==> config.mk <==
export PLATFORM = sky130hd
export DESIGN_NAME = iir_biquad_tdm
export DESIGN_NICKNAME = d
export VERILOG_FILES = /design/src/rtl/iir_pkg.sv /design/src/rtl/iir_round_sat.sv /design/src/rtl/iir_biquad_tdm.sv
export SDC_FILE = /design/constraint.sdc
export NUM_CORES = 1
export LEC_CHECK = 0
export ABC_AREA = 0
export CORE_AREA = 4 4 297 299
export CTS_BUF_LIST = sky130_fd_sc_hd__clkbuf_16
export DETAILED_ROUTE_END_ITERATION = 10
export DIE_AREA = 0 0 301 303
export GPL_ROUTABILITY_DRIVEN = 0
export SYNTH_ARGS = -nofsm -noshare
export SYNTH_HDL_FRONTEND = slang
export SYNTH_SLANG_ARGS = --single-unit
==> constraint.sdc <==
create_clock -name clk -period 22 [get_ports clk]
set_input_delay 2.2 -clock clk [delete_from_list [all_inputs] [get_ports clk]]
set_output_delay 2.2 -clock clk [all_outputs]
set_load 0.05 [all_outputs]
==> src/rtl/iir_pkg.sv <==
// Shared types and constants for the time-multiplexed biquad.
// FSM state, coefficient slot indices and accumulator sizing.
package iir_pkg;

    typedef enum logic [1:0] {
        IDLE = 2'd0,
        MAC  = 2'd1,
        HOLD = 2'd2
    } state_t;

    localparam logic [2:0] B0 = 3'd0;
    localparam logic [2:0] B1 = 3'd1;
    localparam logic [2:0] B2 = 3'd2;
    localparam logic [2:0] A1 = 3'd3;
    localparam logic [2:0] A2 = 3'd4;

    function automatic int acc_w(input int data_w, input int coef_w);
        return data_w + coef_w + 3;
    endfunction

endpackage

==> src/rtl/iir_round_sat.sv <==
// Round-half-up and reduce the accumulator to the sample width.
// IIR_SAT_EN selects clamping with clip report; otherwise wrap.
module iir_round_sat #(
    parameter int DATA_W = 16,
    parameter int ACC_W  = 35,
    parameter int FRAC_W = 14
) (
    input  logic signed [ACC_W-1:0]  acc,
    output logic signed [DATA_W-1:0] y,
    output logic                     clip
);

    localparam logic signed [ACC_W-1:0] HALF =
        ACC_W'(64'sd1 <<< (FRAC_W - 1));

    logic signed [ACC_W-1:0] sum;
    logic signed [ACC_W-1:0] rnd;

    assign sum = acc + HALF;
    assign rnd = sum >>> FRAC_W;

`ifdef IIR_SAT_EN
    localparam logic signed [ACC_W-1:0] Y_MAX =
        ACC_W'((64'sd1 <<< (DATA_W - 1)) - 64'sd1);
    localparam logic signed [ACC_W-1:0] Y_MIN =
        ACC_W'(-(64'sd1 <<< (DATA_W - 1)));

    always_comb begin
        clip = 1'b0;
        y    = rnd[DATA_W-1:0];
        if (rnd > Y_MAX) begin
            clip = 1'b1;
            y    = Y_MAX[DATA_W-1:0];
        end else if (rnd < Y_MIN) begin
            clip = 1'b1;
            y    = Y_MIN[DATA_W-1:0];
        end
    end
`else
    logic unused_hi;

    assign unused_hi = ^rnd[ACC_W-1:DATA_W];
    assign y         = rnd[DATA_W-1:0];
    assign clip      = 1'b0;
`endif

endmodule

==> src/rtl/iir_biquad_tdm.sv <==
// Direct Form I biquad shared by N_CH channels, one MAC per cycle.
// Optional output saturation and sticky ovf via IIR_SAT_EN.
module iir_biquad_tdm
    import iir_pkg::*;
#(
    parameter int DATA_W = 16,
    parameter int COEF_W = 16,
    parameter int FRAC_W = 14,
    parameter int N_CH   = 4,
    localparam int CH_W  = (N_CH > 1) ? $clog2(N_CH) : 1
) (
    input  logic                     clk,
    input  logic                     rst,
    input  logic                     in_valid,
    output logic                     in_ready,
    input  logic [CH_W-1:0]          in_ch,
    input  logic signed [DATA_W-1:0] x,
    output logic                     out_valid,
    input  logic                     out_ready,
    output logic [CH_W-1:0]          out_ch,
    output logic signed [DATA_W-1:0] y,
    input  logic                     coef_we,
    input  logic [2:0]               coef_addr,
    input  logic signed [COEF_W-1:0] coef_data,
    output logic                     ovf
);

    localparam int ACC_W = acc_w(DATA_W, COEF_W);
    localparam int PRD_W = DATA_W + COEF_W;
    localparam logic signed [COEF_W-1:0] ONE =
        COEF_W'(64'sd1 <<< FRAC_W);

    state_t state, state_nx;

    logic [2:0]               step;
    logic signed [ACC_W-1:0]  acc;
    logic signed [DATA_W-1:0] x_q;
    logic [CH_W-1:0]          ch_q;

    logic signed [COEF_W-1:0] coef [5];
    logic signed [DATA_W-1:0] x1 [N_CH];
    logic signed [DATA_W-1:0] x2 [N_CH];
    logic signed [DATA_W-1:0] y1 [N_CH];
    logic signed [DATA_W-1:0] y2 [N_CH];

    logic                     ch_ok;
    logic                     accept;
    logic signed [COEF_W-1:0] c_sel;
    logic signed [DATA_W-1:0] d_sel;
    logic signed [PRD_W-1:0]  prod;
    logic signed [ACC_W-1:0]  term;
    logic signed [ACC_W-1:0]  acc_sum;
    logic signed [DATA_W-1:0] y_r;
    logic                     clip;

    assign ch_ok     = 32'(in_ch) < 32'(N_CH);
    assign in_ready  = (state == IDLE);
    assign out_valid = (state == HOLD);
    assign accept    = in_valid && in_ready;

    always_comb begin
        c_sel = coef[0];
        d_sel = x_q;
        case (step)
            B1: begin
                c_sel = coef[1];
                d_sel = x1[ch_q];
            end
            B2: begin
                c_sel = coef[2];
                d_sel = x2[ch_q];
            end
            A1: begin
                c_sel = coef[3];
                d_sel = y1[ch_q];
            end
            A2: begin
                c_sel = coef[4];
                d_sel = y2[ch_q];
            end
            default: ;
        endcase
    end

    assign prod = PRD_W'(c_sel) * PRD_W'(d_sel);
    assign term = ACC_W'(prod);
    // Feedback taps enter with negative sign.
    assign acc_sum = (step == A1 || step == A2) ? acc - term
                                                : acc + term;

    iir_round_sat #(
        .DATA_W(DATA_W),
        .ACC_W (ACC_W),
        .FRAC_W(FRAC_W)
    ) u_round_sat (
        .acc (acc_sum),
        .y   (y_r),
        .clip(clip)
    );

    always_comb begin
        state_nx = state;
        unique case (state)
            IDLE: if (accept && ch_ok) state_nx = MAC;
            MAC:  if (step == A2) state_nx = HOLD;
            HOLD: if (out_ready) state_nx = IDLE;
            default: state_nx = IDLE;
        endcase
    end

    always_ff @(posedge clk or negedge rst) begin
        if (!rst) begin
            state   <= IDLE;
            step    <= B0;
            acc     <= '0;
            x_q     <= '0;
            ch_q    <= '0;
            y       <= '0;
            out_ch  <= '0;
            ovf     <= 1'b0;
            coef[0] <= ONE;
            for (int i = 1; i < 5; i++) coef[i] <= '0;
            for (int c = 0; c < N_CH; c++) begin
                x1[c] <= '0;
                x2[c] <= '0;
                y1[c] <= '0;
                y2[c] <= '0;
            end
        end else begin
            state <= state_nx;
            if (coef_we && state == IDLE) begin
                case (coef_addr)
                    B0: coef[0] <= coef_data;
                    B1: coef[1] <= coef_data;
                    B2: coef[2] <= coef_data;
                    A1: coef[3] <= coef_data;
                    A2: coef[4] <= coef_data;
                    default: ;
                endcase
            end
            unique case (state)
                IDLE: begin
                    if (accept && ch_ok) begin
                        x_q  <= x;
                        ch_q <= in_ch;
                        step <= B0;
                        acc  <= '0;
                    end
                end
                MAC: begin
                    acc  <= acc_sum;
                    step <= step + 3'd1;
                    if (step == A2) begin
                        y      <= y_r;
                        out_ch <= ch_q;
                        ovf    <= ovf | clip;
                    end
                end
                HOLD: begin
                    if (out_ready) begin
                        x2[ch_q] <= x1[ch_q];
                        x1[ch_q] <= x_q;
                        y2[ch_q] <= y1[ch_q];
                        y1[ch_q] <= y;
                    end
                end
                default: ;
            endcase
        end
    end

endmodule
Yosys cells after proc, flatten, opt, wreduce, memory -nomap -nowiden
Index checks and enable logic that the tools add are counted.
{"block": "totals", "register_bits": 412, "in_bits": 42, "out_inout_bits": 21}
{"block": "op_classes", "n_reduce_logical": 17, "n_lt_le_gt_ge": 2, "bitwise_logic": 1, "multipliers": 1, "addsub": 4, "muxes": 29, "eq_ne": 13}
{"cell": "bitwise mux 64 bit", "count": 4}
{"cell": "two-way mux 16 bit", "count": 9}
{"cell": "binary-select mux 16 bit (select 2 bit)", "count": 4}
{"cell": "one-hot mux 16 bit (4 select lines)", "count": 2}
{"cell": "two-way mux 35 bit", "count": 2}
{"cell": "one-hot mux 35 bit (2 select lines)", "count": 1}
{"cell": "adder 35 x 32 -> 35 bit", "count": 1}
{"cell": "subtractor 35 x 32 -> 35 bit", "count": 1}
{"cell": "demux 16 bit (select 2 bit)", "count": 1}
{"cell": "multiplier 16 x 16 -> 32 bit", "count": 1}
{"cell": "adder 30 x 15 -> 30 bit, second input constant", "count": 1}
{"cell": "AND reduction 2 bit", "count": 9}
{"cell": "== test 3 x 2 -> 1 bit, second input constant", "count": 4}
{"cell": "== test 3 x 1 -> 1 bit, second input constant", "count": 2}
{"cell": "== test 3 bit, second input constant", "count": 2}
{"cell": "two-way mux 2 bit", "count": 3}
{"cell": "one-hot mux 2 bit (3 select lines)", "count": 1}
{"cell": "one-hot mux 3 bit (2 select lines)", "count": 1}
{"cell": "!= test 2 x 1 -> 1 bit, second input constant", "count": 2}
{"cell": "adder 3 x 1 -> 3 bit, second input constant", "count": 1}
{"cell": ">= comparator 3 bit, second input constant", "count": 1}
{"cell": "logical AND 1 bit", "count": 3}
{"cell": "zero test 3 bit", "count": 1}
{"cell": "less-than comparator 3 x 1 -> 1 bit, second input constant", "count": 1}
{"cell": "other kinds (9)", "count": 9}

Depth between registers and ports, before layout
{"block": "logic_depth", "ltp_word": 9, "mapped_depth": 48, "ltp_nobuf": 43}

Hierarchy
From an unflattened synthesis, not the netlist that was laid out.
{"block": "unflattened", "cells_unflattened": 2725, "area_unflattened_um2": 30636.9}
{"module": "iir_biquad_tdm", "seq_area_each_um2": 10336.2, "cells_per_inst": 2680, "area_each_um2": 30304.1, "n_inst": 1}
{"module": "iir_round_sat", "seq_area_each_um2": 0.0, "cells_per_inst": 45, "area_each_um2": 332.8, "n_inst": 1}

Worst setup path before layout
Ideal clock, no wire load.
{"block": "synth_path", "path_type": "register to register", "startpoint": "register ch_q[0]", "endpoint": "register y[15]", "period_less_slack_ns": 10.182, "path_stages_with_launch": 44, "arrival_time_ns": 10.055, "setup_time_ns": 0.127, "path_slack_ns": 11.818, "n_path_buf": 5, "path_cell_list": "dfrtp_1 -> buf_6 -> buf_6 -> buf_6 -> buf_2 -> mux4_2 -> a22oi_1 -> nand3_1 -> o21ai_1 -> clkbuf_1 -> nor2_1 -> fa_1 -> inv_1 -> fa_1 -> fa_1 -> fa_1 -> inv_1 -> fa_1 -> [8 not listed] -> xnor2_1 -> nand2_1 -> nor3_2 -> nor3b_1 -> and2b_1 -> nor2_1 -> xnor2_1 -> ha_1 -> a21o_1 -> a21oi_1 -> nand3b_1 -> o21ai_0 -> o21ai_0 -> a21oi_1 -> xnor2_1 -> nand4_1 -> xnor2_1 -> o21ai_1"}
{"block": "synth_between", "elab_chain_len": 9}
{"item": "start, declared", "line_no": "iir_biquad_tdm.sv:38", "source": "logic [CH_W-1:0] ch_q;"}
{"item": "start signal, assigned", "line_no": "iir_biquad_tdm.sv:145", "source": "ch_q <= in_ch;"}
{"item": "inverter 2 -> 3 bit (implied by the code) *"}
{"item": "binary-select mux 16 bit (select 2 bit), on equally long branches"}
{"item": "two-way mux 16 bit, on equally long branches (2 in a row)"}
{"item": "one-hot mux 16 bit (4 select lines) *", "line_no": "iir_biquad_tdm.sv:64", "source": "case (step)"}
{"item": "multiplier 16 x 16 -> 32 bit *", "line_no": "iir_biquad_tdm.sv:85", "source": "assign prod = PRD_W'(c_sel) * PRD_W'(d_sel);"}
{"item": "adder 35 x 32 -> 35 bit or subtractor 35 x 32 -> 35 bit (tied branches)", "line_no": "iir_biquad_tdm.sv:89, iir_biquad_tdm.sv:88"}
{"item": "two-way mux 35 bit *", "line_no": "iir_biquad_tdm.sv:88", "source": "assign acc_sum = (step == A1 || step == A2) ? acc - term"}
{"item": "adder 30 x 15 -> 30 bit *", "line_no": "iir_round_sat.sv:19", "source": "assign sum = acc + HALF;"}
{"item": "end signal, assigned", "line_no": "iir_biquad_tdm.sv:154", "source": "y <= y_r;"}
{"item": "end, declared", "line_no": "iir_biquad_tdm.sv:21", "source": "output logic signed [DATA_W-1:0] y,"}
Every way passes the cells marked *; elsewhere a longest branch is shown, timed or not. The select of a mux whose other input is x is not followed.
A chain may end at the register's enable or synchronous reset.

Worst setup path in the final report
{"block": "layout_path", "startpoint": "register step[0]", "endpoint": "register y[15]"}
{"block": "layout_between", "elab_chain_len": 6}
{"item": "start, declared", "line_no": "iir_biquad_tdm.sv:35", "source": "logic [2:0] step;"}
{"item": "start signal, assigned", "line_no": "iir_biquad_tdm.sv:152", "source": "step <= step + 3'd1;"}
{"item": "== test 3 bit, or another cell as far along", "line_no": "iir_biquad_tdm.sv:64, iir_biquad_tdm.sv:88, iir_biquad_tdm.sv:153"}
{"item": "one-hot mux 16 bit (4 select lines)", "line_no": "iir_biquad_tdm.sv:64"}
{"item": "multiplier 16 x 16 -> 32 bit", "line_no": "iir_biquad_tdm.sv:85"}
{"item": "adder 35 x 32 -> 35 bit or subtractor 35 x 32 -> 35 bit (tied branches)", "line_no": "iir_biquad_tdm.sv:89, iir_biquad_tdm.sv:88"}
{"item": "two-way mux 35 bit", "line_no": "iir_biquad_tdm.sv:88"}
{"item": "adder 30 x 15 -> 30 bit", "line_no": "iir_round_sat.sv:19"}
Several ways; a longest one is shown, not always the timed one.

==> metrics.txt <==
Synth cell types roughly 80; Final Skew approximately 0.036 ns; area leader, netlist dfrtp_1; Async SR Flop Fraction 100.0%; Final nets between 3k and 4k; CP max stage cell a31oi_1; Placed Cells roughly 3.8k; Die Area a little over 0.09 mm2; core area approximately 0.085 mm2; Worst Path Arrival between 10 and 15 ns; WL/cell around 19 um; Worst-Margin Slew between 1 and 1.5 ns; # setup viols final 0; register area share after synthesis 34.30%; Initial Util 34.87%; Crit Path Class reg -> reg; synthesized area 0.02969 mm2; Clk Latency, worst-skew pair ~0.6 ns; top cells by area, synth dfrtp_1 34%, fa_1 17%, mux2_2 14%, mux4_2 4.9%, ha_1 4.8%; all-layer global routing usage 16.80%; initial antenna violation count 1; largest net degree at the start of global routing 132; area delta synth->final 11.29%; initial drt markers 1257; fin cells 3869; number of I/O port buffers 61; Synth Instances around 2.7k; Rel. slew slack 21.32%; post_cts resized 0; Critical Path RT around 22 ns; post-route setup slack ~10 ns; TNS Setup 0 ns; HPWL after detailed placement roughly 54000 um; CTS hold repair buffers 0; Die H 303 um; first-pass GRT wire length between 100000 and 150000 um; RSZ-0062 raised after global routing false; fraction of layout instances using a drive strength above 1 a little over a fifth; final WL 74690 um; Sink Count 407; top-area cell type share of the netlist area approximately 34%; Post-route DRC 0; DR vias between 15k and 20k; CP max FO between 70 and 80; CTS buffer count 44; maximum root-to-sink buffer count 3; CTS H-tree lvls 2; Yosys reg bits ~410; crit-path max cell delay roughly 0.9 ns; HP Class reg -> reg; Mapped Nets 3067; Synth Area per Inst between 10 and 15 um2; Post-Place Setup Slack slightly above 10 ns; Routed Antenna Nets 0; fin crit period roughly 12 ns; R2R Setup Slk 9.97 ns; number of global-route vias before repair about 21k; Yosys warnings 0; top-count cell post-synth dfrtp_1; total gr overflow 0; vias per cell roughly 5.2; 1st-pass router iterations 5; IO Pins 63; Max Cap Viol 0; FP Rows roughly 110; CTS tree built; Startpoint Class register; top_reg_cell synth dfrtp_1; fmax 83.10 MHz; root buffer cell clkbuf_16; crit end category register; Final Max Slew Viols 0; Post-synth EDFFs 0; synth cell count leaders 406 x dfrtp_1, 357 x mux2_2, 317 x inv_1; Post-CTS Setup Repair Bufs 0; Final Hold Vio Count 0; clock transition at the registers of the reported paths 0.06 ns; chip width ~300 um; fin crit share 54.70%; Fillers approximately 8.4k; status finished clean; hold slack about 0.5 ns; most used cell, CP fa_1
[registers in the layout (all words and copies together), names as in the netlist]
signal / cells
ch_q: 2
y2: 64
state: 2
out_ch: 2
y1: 64
acc: 30
x1: 64
step: 3
coef: 80
x2: 64
y: 16
x_q: 16
[cells by family (layout without fill, tap and decap cells)]
logic type / Yosys count / after routing / synth area share, %
mux: 425 / 425 / 18.53
fa+ha+maj: 364 / 364 / 21.63
buf+inv: 434 / 497 / 5.629
other cells: 1 / 2 / 0.01263
flops: 407 / 407 / 34.30
compound gates: 349 / 349 / 8.065
xor+xnor: 103 / 103 / 3.063
simple gates: 578 / 578 / 8.768
[cell usage in the layout, fill, tap and decap left out, types with 4 or more instances in the layout]
cell,synthesis,routed
clkinv_1,0,8
o21a_1,14,14
nand2_1,192,190
clkinv_2,0,12
clkdlybuf4s50_1,0,60
o211ai_1,5,5
and2_1,16,15
dfrtp_1,406,404
o31ai_1,7,7
nand3_1,45,45
a21oi_1,47,46
xnor2_1,65,65
ha_1,115,114
mux4_2,64,64
a22oi_1,64,64
or2_2,16,16
o21ai_0,78,75
nor2b_1,15,13
o21ai_1,11,13
bufinv_16,0,4
buf_4,2,37
mux2i_1,4,4
o31a_1,5,5
clkbuf_16,0,44
nor3_1,26,25
xor2_1,37,37
nor3b_1,5,4
nand4_1,10,10
mux2_2,357,357
a22o_1,5,5
inv_1,317,323
a21o_1,22,22
nand2b_1,18,18
a211oi_1,8,8
fa_1,249,249
nand3b_1,4,4
a31oi_1,29,29
nor2_1,204,204
or3_1,7,7
a31o_2,17,17
[critical path, delay by kind of cell (launching register included)]
| family | cells | cell delay, ns |
|---|---|---|
| fa+ha+maj | 10 | 4.07 |
| compound gates | 13 | 3.86 |
| simple gates | 7 | 1.49 |
| buf+inv | 5 | 1.34 |
| xor+xnor | 3 | 0.68 |
| flops | 1 | 0.42 |
[worst paths after layout]
check / cells past startpoint / startpoint / to
worst min register to register: 2 / acc[10] / acc[10]
worst max-delay path: 38 / step[0] / y[15]
worst min-delay path: 2 / acc[10] / acc[10]
max in group asynchronous: 4 / rst / coef[62]
min in group asynchronous: 1 / rst / y1[55]
worst max register to register: 38 / step[0] / y[15]
[metal layers]
metal	global-route usage [%]	vias up	wire, um
li1	-	9080	-
met4	3.833	0	1657
met3	3.070	98	4039
met5	0	-	0
met2	27.38	414	34560
met1	23.43	10353	34430
[layout make-up]
cell class | instances | area [um2] | share of cell area (%)
multi-input cells | 1820 | 17890 | 54.14
clock inverters | 38 | 344.1 | 1.041
flip-flops and latches | 407 | 10190 | 30.85
inverters | 317 | 1190 | 3.601
well taps | 1144 | 1431 | 4.331
clock buffers | 44 | 1101 | 3.332
diodes | 1 | 2.502 | 0.007572
repair buffers | 98 | 893.4 | 2.703
[per-stage QoR]
step	util (%)	instance area (um2)
after floorplan	-	29690
after global placement	37.11	31600
after detailed placement	37.11	31600
after CTS	38.81	33040
after global routing	38.81	33040
final	38.81	33050
Power is not shown: default switching activity piles up to over one toggle a cycle in this logic, so the estimate is an artifact.
